**config.mk**
```make
export PLATFORM = sky130hd
export DESIGN_NAME = core_bus_master
export DESIGN_NICKNAME = d
export VERILOG_FILES = /design/src/rtl/core_bus_master_pkg.sv /design/src/rtl/core_bus_master.sv
export SDC_FILE = /design/constraint.sdc
export NUM_CORES = 1
export LEC_CHECK = 0
export BUFFER_PORTS_ARGS = -buffer_cell sky130_fd_sc_hd__clkbuf_2
export CAP_MARGIN = 20
export CORE_UTILIZATION = 30
export DETAILED_ROUTE_END_ITERATION = 6
export HOLD_SLACK_MARGIN = 0.1
export PLACE_DENSITY_LB_ADDON = 0.3
export RECOVER_POWER = 25
export SLEW_MARGIN = 20
export SYNTH_ARGS = -nofsm -noshare
export SYNTH_HDL_FRONTEND = slang
export SYNTH_SLANG_ARGS = --single-unit
```
**constraint.sdc**
```tcl
create_clock -name clk -period 1.8 [get_ports clk]
set_input_delay 0.09 -clock clk [delete_from_list [all_inputs] [get_ports clk]]
set_output_delay 0.09 -clock clk [all_outputs]
set_load 0.05 [all_outputs]
```
**src/rtl/core_bus_master_pkg.sv**
```systemverilog
// Shared micro-architecture types for the core-to-Avalon bus master:
// pointer/word types, the FSM state enum and the latched request payload.
package core_bus_master_pkg;

    localparam int unsigned PTR_W  = 30;
    localparam int unsigned WORD_W = 32;
    localparam int unsigned BE_W   = 4;
    localparam int unsigned CNT_W  = 10;

    typedef logic [PTR_W-1:0]  ptr;
    typedef logic [WORD_W-1:0] word;

    typedef enum logic [1:0] {
        IDLE    = 2'd0,
        REQ     = 2'd1,
        WAIT_RD = 2'd2,
        DONE    = 2'd3
    } bus_master_state;

    // Request captured from the core when a transaction is accepted
    typedef struct packed {
        ptr              addr;
        logic            write;
        word             data;
        logic [BE_W-1:0] be;
    } bus_req_t;

    localparam word RD_ABORT_DATA = 32'hFFFF_FFFF;

endpackage

```
**src/rtl/core_bus_master.sv**
```systemverilog
// Single-outstanding bridge from the core bus port to a pipelined Avalon-MM
// master, with a per-transaction cycle timeout and a sticky error flag.
module core_bus_master
    import core_bus_master_pkg::*;
#(
    parameter int unsigned TIMEOUT = 255
) (
    input  logic              clk,
    input  logic              rst,
    input  ptr                bus_addr,
    input  logic              bus_start,
    input  logic              bus_write,
    input  word               bus_data_wr,
    input  logic [BE_W-1:0]   bus_data_be,
    output logic              bus_ready,
    output word               bus_data_rd,
    output logic              bus_error,
    output logic [WORD_W-1:0] avl_address,
    output logic              avl_read,
    output logic              avl_write,
    output logic [WORD_W-1:0] avl_writedata,
    output logic [BE_W-1:0]   avl_byteenable,
    input  logic              avl_waitrequest,
    input  logic [WORD_W-1:0] avl_readdata,
    input  logic              avl_readdatavalid
);

    bus_master_state  state_q, state_d;
    logic [CNT_W-1:0] cnt_q, cnt_d;
    bus_req_t         req_q, req_d;
    logic             bus_ready_q, bus_ready_d;
    word              rd_data_q, rd_data_d;
    logic             error_q, error_d;
    logic             avl_read_q, avl_read_d;
    logic             avl_write_q, avl_write_d;
    logic             timeout_c;

    // cnt_q holds cycles already spent in flight, so this is the TIMEOUT-th cycle
    assign timeout_c = (cnt_q >= CNT_W'(TIMEOUT - 1));

    // Next-state and registered-output logic
    always_comb begin
        state_d     = state_q;
        cnt_d       = cnt_q;
        req_d       = req_q;
        rd_data_d   = rd_data_q;
        error_d     = error_q;
        bus_ready_d = 1'b0;
        avl_read_d  = 1'b0;
        avl_write_d = 1'b0;

        unique case (state_q)
            IDLE: begin
                if (bus_start) begin
                    req_d = '{addr:  bus_addr,
                              write: bus_write,
                              data:  bus_data_wr,
                              be:    bus_write ? bus_data_be : {BE_W{1'b1}}};
                    cnt_d       = '0;
                    state_d     = REQ;
                    avl_read_d  = ~bus_write;
                    avl_write_d = bus_write;
                end
            end
            REQ: begin
                cnt_d = cnt_q + CNT_W'(1);
                if (!avl_waitrequest) begin
                    if (req_q.write) begin
                        state_d     = DONE;
                        bus_ready_d = 1'b1;
                    end else begin
                        state_d = WAIT_RD;
                    end
                end else if (timeout_c) begin
                    if (!req_q.write) begin
                        rd_data_d = RD_ABORT_DATA;
                    end
                    error_d     = 1'b1;
                    state_d     = DONE;
                    bus_ready_d = 1'b1;
                end else begin
                    avl_read_d  = ~req_q.write;
                    avl_write_d = req_q.write;
                end
            end
            WAIT_RD: begin
                cnt_d = cnt_q + CNT_W'(1);
                if (avl_readdatavalid) begin
                    rd_data_d   = avl_readdata;
                    state_d     = DONE;
                    bus_ready_d = 1'b1;
                end else if (timeout_c) begin
                    rd_data_d   = RD_ABORT_DATA;
                    error_d     = 1'b1;
                    state_d     = DONE;
                    bus_ready_d = 1'b1;
                end
            end
            DONE: begin
                state_d = IDLE;
            end
            default: begin
                state_d = IDLE;
            end
        endcase
    end

    always_ff @(posedge clk) begin
        if (rst) begin
            state_q     <= IDLE;
            cnt_q       <= '0;
            req_q       <= '0;
            bus_ready_q <= 1'b0;
            rd_data_q   <= '0;
            error_q     <= 1'b0;
            avl_read_q  <= 1'b0;
            avl_write_q <= 1'b0;
        end else begin
            state_q     <= state_d;
            cnt_q       <= cnt_d;
            req_q       <= req_d;
            bus_ready_q <= bus_ready_d;
            rd_data_q   <= rd_data_d;
            error_q     <= error_d;
            avl_read_q  <= avl_read_d;
            avl_write_q <= avl_write_d;
        end
    end

    assign bus_ready      = bus_ready_q;
    assign bus_data_rd    = rd_data_q;
    assign bus_error      = error_q;
    assign avl_address    = {req_q.addr, 2'b00};
    assign avl_read       = avl_read_q;
    assign avl_write      = avl_write_q;
    assign avl_writedata  = req_q.data;
    assign avl_byteenable = req_q.be;

endmodule

```
==> impl_metrics.py, run 1 <==
metrics = {
    "layout": {
        "diodes": 0,
        "drive_above_1_share": 0.3137,
        "multi_input_area_um2": 1837,
        "final_nets": 893,
        "fillCellCount": 1488,
        "syn_to_final_growth_pct": 49.05,
        "regArea_um2": 2303,
    },
    "die": {
        "die_area_um2": 16600,
        "start_util": 0.3128,
        "placementRows": 45,
        "core_um2": 15430,
        "fp.dieW_um": 128.8,
        "fp.dieH_um": 128.8,
        "pin_count": 208,
    },
    "detailed_routing": {
        "final_antenna_net_count": 0,
        "via_per_inst": 4.535,
        "initialDrtViolationCount": 223,
        "drc": 0,
        "wl_mm": 13.54,
        "vias": 4571,
        "wire_per_inst_um": 13.43,
        "drt_first_pass_iters": 4,
    },
    "power": {
        "peakVddDrop_v": 0.0006847,
        "p_total_uw": 7450,
        "cellPowerDensity_nw_per_um2": 1036,
        "power.leakage_uw": 0.003073,
    },
    "clock_network": {
        "cts_tree": "yes",
        "clk_pin_slew_ns": 0.06,
        "numCtsBuffers": 17,
        "cts.path.max_buffers": 2,
        "cts_sinks": 115,
        "htree_levels": 4,
        "root_buffer": "clkbuf_16",
        "insertion_delay_ns": 0.41,
    },
    "sta": {
        "tns_ns": 0,
        "fin_crit_ns": 1.715,
        "slew_violations": 0,
        "setup-violations-final": 0,
        "hold_viol_final": 0,
        "slew_headroom": 0.5741,
        "tightest_slew_ns": 0.6416,
        "fin_worst_skew_ns": 0.006990,
        "post-route-period-util": 0.9528,
        "worst_hold_slack_ns": 0.1546,
        "fmax_mhz": 583.1,
        "rsz0062_at_grt": "yes",
    },
    "setup_path": {
        "crit_start": "state_q[1]",
        "end_kind": "flop",
        "crit_path_start_kind": "flop",
        "crit_path_max_incr_delay_ns": 0.34,
        "critPathTopFamily": "compound AO/OA/AOI/OAI gates",
        "cp_data_arrival_time_ns": 2.07,
        "worst-endpoint-required_ns": 2.15,
        "critPathMaxFanout": 32,
        "crit_slowest_cell": "or3_4",
        "crit_chain": "inv_1, ha_2, inv_2, or3_4, a2bb2oi_4, buf_12, o221a_2",
        "r2r_start": "state_q[1]",
        "critPathKind": "reg -> reg",
        "worst-path-buf-inv": 3,
    },
    "synthesis": {
        "synth-async-reset-ratio": 0,
        "syn_area_per_cell_um2": 8.904,
        "synth.distinct_cells": 46,
        "synth_top_area_cell": "dfxtp_1",
        "yosysSeqAreaShare": 0.4771,
        "yosysTopAreaCellShare": 0.4771,
        "yosys_most_used_dff": "dfxtp_1",
        "syn_area_um2": 4826,
        "ys_ff_latch": 115,
        "syn-instance-count": 542,
        "synth_edf_count": 0,
        "ys_top_cells_by_area": "dfxtp_1 (48%), buf_4 (11%), nand2_1 (10%), a21oi_1 (7.1%), o221a_2 (6.8%)",
        "ys_warn_count": 0,
    },
    "outcome": {
        "outcome": "finished, final reports clean",
    },
    "grt": {
        "grt_pass1_vias": 4511,
        "grt_max_degree": 74,
        "antenna_found_initial": 0,
        "gr-total-overflow": 0,
        "grt_pass1_wl_mm": 20.94,
        "grt_use_total": 0.1619,
    },
    "placement": {
        "portBuffers": 205,
        "hpwl_mm": 8.317,
        "routabilityCongestion": 0.7778,
    },
    "run": {
        "drv_cap": 0,
    },
    "min_path": {
        "hold_path.class": "in -> reg",
        "worstHoldStart": "rst",
    },
}
## path summary, 6_finish.rpt
path,end,cells after the start,slack (ns)
setup / recovery,bus_data_rd[12],7,0.09
hold reg to reg,avl_writedata[26],2,0.45
setup reg to reg,bus_data_rd[12],7,0.09
hold / removal,req_q[36],3,0.15
## per-stage QoR
step	utilization	instance area, µm²	std cells	setup WS, ns
2_1_floorplan	-	4830	543	0.1511
5_1_grt	0.4663	7193	1008	-0.01550
4_1_cts	0.4677	7216	1007	0.009225
6_report	0.4663	7193	1008	0.08505
3_5_place_dp	0.3646	5624	875	0.04188
3_3_place_gp	0.3646	5624	875	0.09058
## cell usage after synthesis, types with 2 or more instances
cell type / n
a21oi_1: 68
a22oi_1: 2
and3_1: 2
buf_1: 3
buf_2: 5
buf_4: 69
buf_6: 6
clkbuf_1: 18
dfxtp_1: 115
ha_1: 5
inv_1: 7
nand2_1: 133
nand2b_1: 3
nand3_1: 3
nand4_1: 2
nor2_1: 20
nor3_1: 9
nor3b_1: 4
o21ai_0: 7
o221a_1: 3
o221a_2: 29
or3_1: 2
xnor2_1: 2
xor2_1: 3
## kinds of logic after synthesis
kind of cell	Yosys count	share of synthesized area
compound gates	121	0.1856
xor+xnor	5	0.009076
fa+ha+maj	5	0.01296
buf+inv	110	0.1499
flops	115	0.4771
mux	2	0.004407
other cells	1	0.0007771
simple gates	183	0.1602
## layout make-up
type,count,area share
well taps,211,0.03670
flip-flops and latches,115,0.3202
clock inverters,15,0.02296
inverters,9,0.004696
clock buffers,17,0.05914
multi-input cells,318,0.2553
repair buffers,323,0.3009
## where the power goes
group	switching [µW]	internal, µW	total (µW)
Combinational	895	483	1380
Sequential	74.1	2680	2750
Clock	1350	1970	3320
Total	2320	5130	7450
## tightest hold or removal path, stage by stage
cell	delay [ns]
clkbuf_2	0.11
buf_12	0.19
a21oi_1	0.13
## metal layers
layer,global-route usage,up-vias,routed length [µm]
met3,0.04324,28,739
met2,0.2839,166,6862
li1,-,2256,-
met4,0.08581,0,344
met5,0,-,0
met1,0.1789,2121,5591
## repair_timing
action                                  4_1_cts  5_1_grt
endpoints found under the setup margin        0       79
hold endpoints to repair                    102        0
setup buffers                                 0        1
hold buffers                                100        0
gates resized for setup                       0        6
## layout by cell type, fill, tap and decap left out, types with 2 or more instances in the layout
cell type,n
a21oi_1,68
a22oi_1,2
and3_1,2
buf_12,5
buf_4,13
clkbuf_1,48
clkbuf_16,17
clkbuf_2,157
clkinv_4,5
conb_1,2
dfxtp_1,114
dlygate4sd3_1,100
ha_1,3
inv_1,7
inv_6,4
inv_8,5
nand2_1,132
nand2b_1,3
nand3_1,3
nand4_1,2
nor2_1,20
nor3_1,9
nor3b_1,4
o21ai_0,7
o221a_1,3
o221a_2,29
or3_1,2
xnor2_1,2
xor2_1,3
## registers in the layout, indices dropped and copies added, names as in the netlist
name,cells
req_q,1
bus_ready,1
avl_write,1
avl_address,30
bus_error,1
bus_data_rd,32
avl_read,1
state_q,2
cnt_q,10
avl_writedata,32
avl_byteenable,4
Note: power is estimated with default switching activity, not from simulation.
==> inputs of run 2 (changes only) <==
Settings changed: ABC_AREA set to 1.
==> run 2 against run 1 <==
First-iteration DRC count shrank 4.5%. Combinational power grew 66%. Largest cell class unchanged. Utilization shrank 0.85 points. Critical path type unchanged. Maximum frequency grew 3.2%. Die area grew 4.8%. Power grew 14%.
==> impl_metrics.py, run 2 <==
metrics = {
    "outcome": {
        "outcome": "finished, final reports clean",
    },
    "power": {
        "power.leakage_uw": 0.003425,
        "cellPowerDensity_nw_per_um2": 1126,
        "peakVddDrop_v": 0.0006100,
        "p_total_uw": 8514,
    },
    "die": {
        "core_um2": 16520,
        "fp.dieW_um": 131.9,
        "start_util": 0.3064,
        "placementRows": 47,
        "fp.dieH_um": 131.9,
        "die_area_um2": 17400,
        "pin_count": 208,
    },
    "detailed_routing": {
        "initialDrtViolationCount": 213,
        "vias": 5132,
        "dr_wl_met2_mm": 6.925,
        "wl_met1_mm": 6.796,
        "wl_met3_um": 873,
        "drc": 0,
        "highest_layer": "met4",
        "drt_first_pass_iters": 4,
        "wire_per_inst_um": 12.61,
        "final_antenna_net_count": 0,
        "via_per_inst": 4.383,
        "wl_mm": 14.77,
    },
    "grt": {
        "grt_pass1_vias": 4909,
        "antenna_found_initial": 0,
        "grt_use_total": 0.1702,
        "gr-total-overflow": 0,
        "grt_pass1_wl_mm": 23.89,
        "grt_max_degree": 46,
    },
    "placement": {
        "portBuffers": 205,
        "hpwl_mm": 9.177,
        "routabilityCongestion": 0.7891,
        "place_area_um2": 5982,
    },
    "sta": {
        "tightest_slew_ns": 0.6470,
        "fin_crit_ns": 1.662,
        "slew_headroom": 0.5705,
        "fmax_mhz": 601.6,
        "rsz0062_at_grt": "yes",
        "post-route-period-util": 0.9235,
        "setup-violations-final": 0,
        "worst_hold_slack_ns": 0.1365,
        "fin_worst_skew_ns": 0.005696,
        "tns_ns": 0,
        "slew_violations": 0,
        "hold_viol_final": 0,
    },
    "setup_path": {
        "worst-path-stages": 9,
        "critPathKind": "reg -> reg",
        "cp_data_arrival_time_ns": 2.01,
        "critPathTopFamily": "simple AND/OR/NAND/NOR gates",
        "reg2reg_depth": 9,
        "crit_path_start_kind": "flop",
        "worst-path-buf-inv": 2,
        "end_kind": "flop",
        "crit_path_max_incr_delay_ns": 0.33,
        "worst-endpoint-required_ns": 2.14,
        "crit_slowest_cell": "dfxtp_2",
        "critPathMaxFanout": 16,
        "crit_chain": "inv_1, ha_1, nand2_1, a22oi_2, nand2_1, nor2_4, clkbuf_16, nor2_1, nor2_1",
    },
    "synthesis": {
        "synthMostInstantiatedCell": "nor2_1",
        "syn_area_um2": 5062,
        "ys_ff_latch": 115,
        "synth-async-reset-ratio": 0,
        "ys_top_cells_by_area": "dfxtp_1 (45%), nor2_1 (17%), buf_4 (11%), o21ai_0 (6.5%), nand4_1 (4.6%)",
        "yosysSeqAreaShare": 0.4548,
        "yosys_most_used_dff": "dfxtp_1",
        "synth.distinct_cells": 28,
        "ys_warn_count": 0,
        "synth_top_area_cell": "dfxtp_1",
        "syn_area_per_cell_um2": 7.294,
        "yosysTopAreaCellShare": 0.4548,
        "synth_common_cells": "nor2_1 (236), dfxtp_1 (115), buf_4 (71)",
        "synth_edf_count": 0,
        "syn-instance-count": 694,
    },
    "layout": {
        "drive_above_1_share": 0.2376,
        "final_common_cell": "nor2_1",
        "fillCellCount": 1676,
        "final_core_util": 0.4577,
        "syn_to_final_growth_pct": 49.41,
        "diodes": 0,
        "final_nets": 1047,
        "final_area_um2": 7564,
        "final_cell_mix": "nor2_1 (235), clkbuf_2 (151), dfxtp_1 (111)",
    },
    "clock_network": {
        "root_buffer": "clkbuf_16",
        "clk_pin_slew_ns": 0.05,
        "htree_levels": 4,
        "cts_tree": "yes",
        "insertion_delay_ns": 0.41,
        "numCtsBuffers": 17,
        "cts.path.max_buffers": 2,
        "cts_sinks": 115,
    },
    "min_path": {
        "hold_depth": 5,
        "hold_path.class": "in -> reg",
    },
    "run": {
        "drv_cap": 0,
    },
}
-- run 2: changes by cell type in the layout (fill, tap and decap cells not counted), moves of 26 or more --
| cell | before | now |
|---|---|---|
| a21oi_1 | 68 | 14 |
| nand2_1 | 132 | 59 |
| nand4_1 | 2 | 37 |
| nor2_1 | 20 | 235 |
| o21ai_0 | 7 | 65 |
| o221a_2 | 29 | 3 |
-- run 2: kinds of logic after synthesis --
group | Yosys count | share of synthesized area
adder cells (fa/ha/maj) | 5 | 0.01236
XOR/XNOR | 1 | 0.001730
flip-flops | 115 | 0.4548
buffers and inverters | 135 | 0.1530
other | 1 | 0.0007408
AND/OR/NAND/NOR | 349 | 0.2840
AO/OA/AOI/OAI | 88 | 0.09343
-- run 2: routing by layer --
metal,up-vias,GRT usage
met3,13,0.04614
met4,0,0.06848
met2,178,0.2863
li1,2644,-
met5,-,0
met1,2297,0.2053
-- run 2: stage by stage --
step | setup slack [ns] | cells
2_1_floorplan | 0.1151 | 695
3_3_place_gp | 0.08739 | 1035
3_5_place_dp | 0.03955 | 1035
4_1_cts | 0.02165 | 1169
5_1_grt | -0.02340 | 1171
6_report | 0.1377 | 1171
-- run 2: power breakdown --
group	total, µW	switching (µW)	internal (µW)
registers	2950	139	2810
logic	2290	1600	690
clock network	3270	1210	2060
total	8510	2940	5570
-- run 2: timing repair --
item,in CTS,in global routing
endpoints found under the setup margin,0,37
gates resized for setup,0,10
buffers inserted,0,1
hold endpoints to repair,106,0
hold buffers,102,0
-- run 2: path summary, 6_finish.rpt --
path	start	end	slack [ns]
setup / recovery	state_q[0]	bus_data_rd[25]	0.14
hold / removal	avl_readdatavalid	bus_ready	0.14
setup reg to reg	state_q[0]	bus_data_rd[25]	0.14
hold reg to reg	bus_error	bus_error	0.46
-- run 2: worst reg2reg max path: stages, from the launching register on --
cell and delay, ns:
dfxtp_2 0.33, inv_1 0.07, ha_1 0.27, nand2_1 0.12, a22oi_2 0.18, nand2_1 0.12, nor2_4 0.17, clkbuf_16 0.21
nor2_1 0.05, nor2_1 0.09
-- run 2: cell type report --
cell class	count	area (µm²)	area share
Clock inverter	13	136.4	0.01803
Clock buffer	19	442.9	0.05856
Tap cell	220	275.3	0.03639
Multi-Input combinational cell	445	2003	0.2648
Sequential cell	115	2307	0.3050
Inverter	27	101.3	0.01340
Timing Repair Buffer	332	2297	0.3037
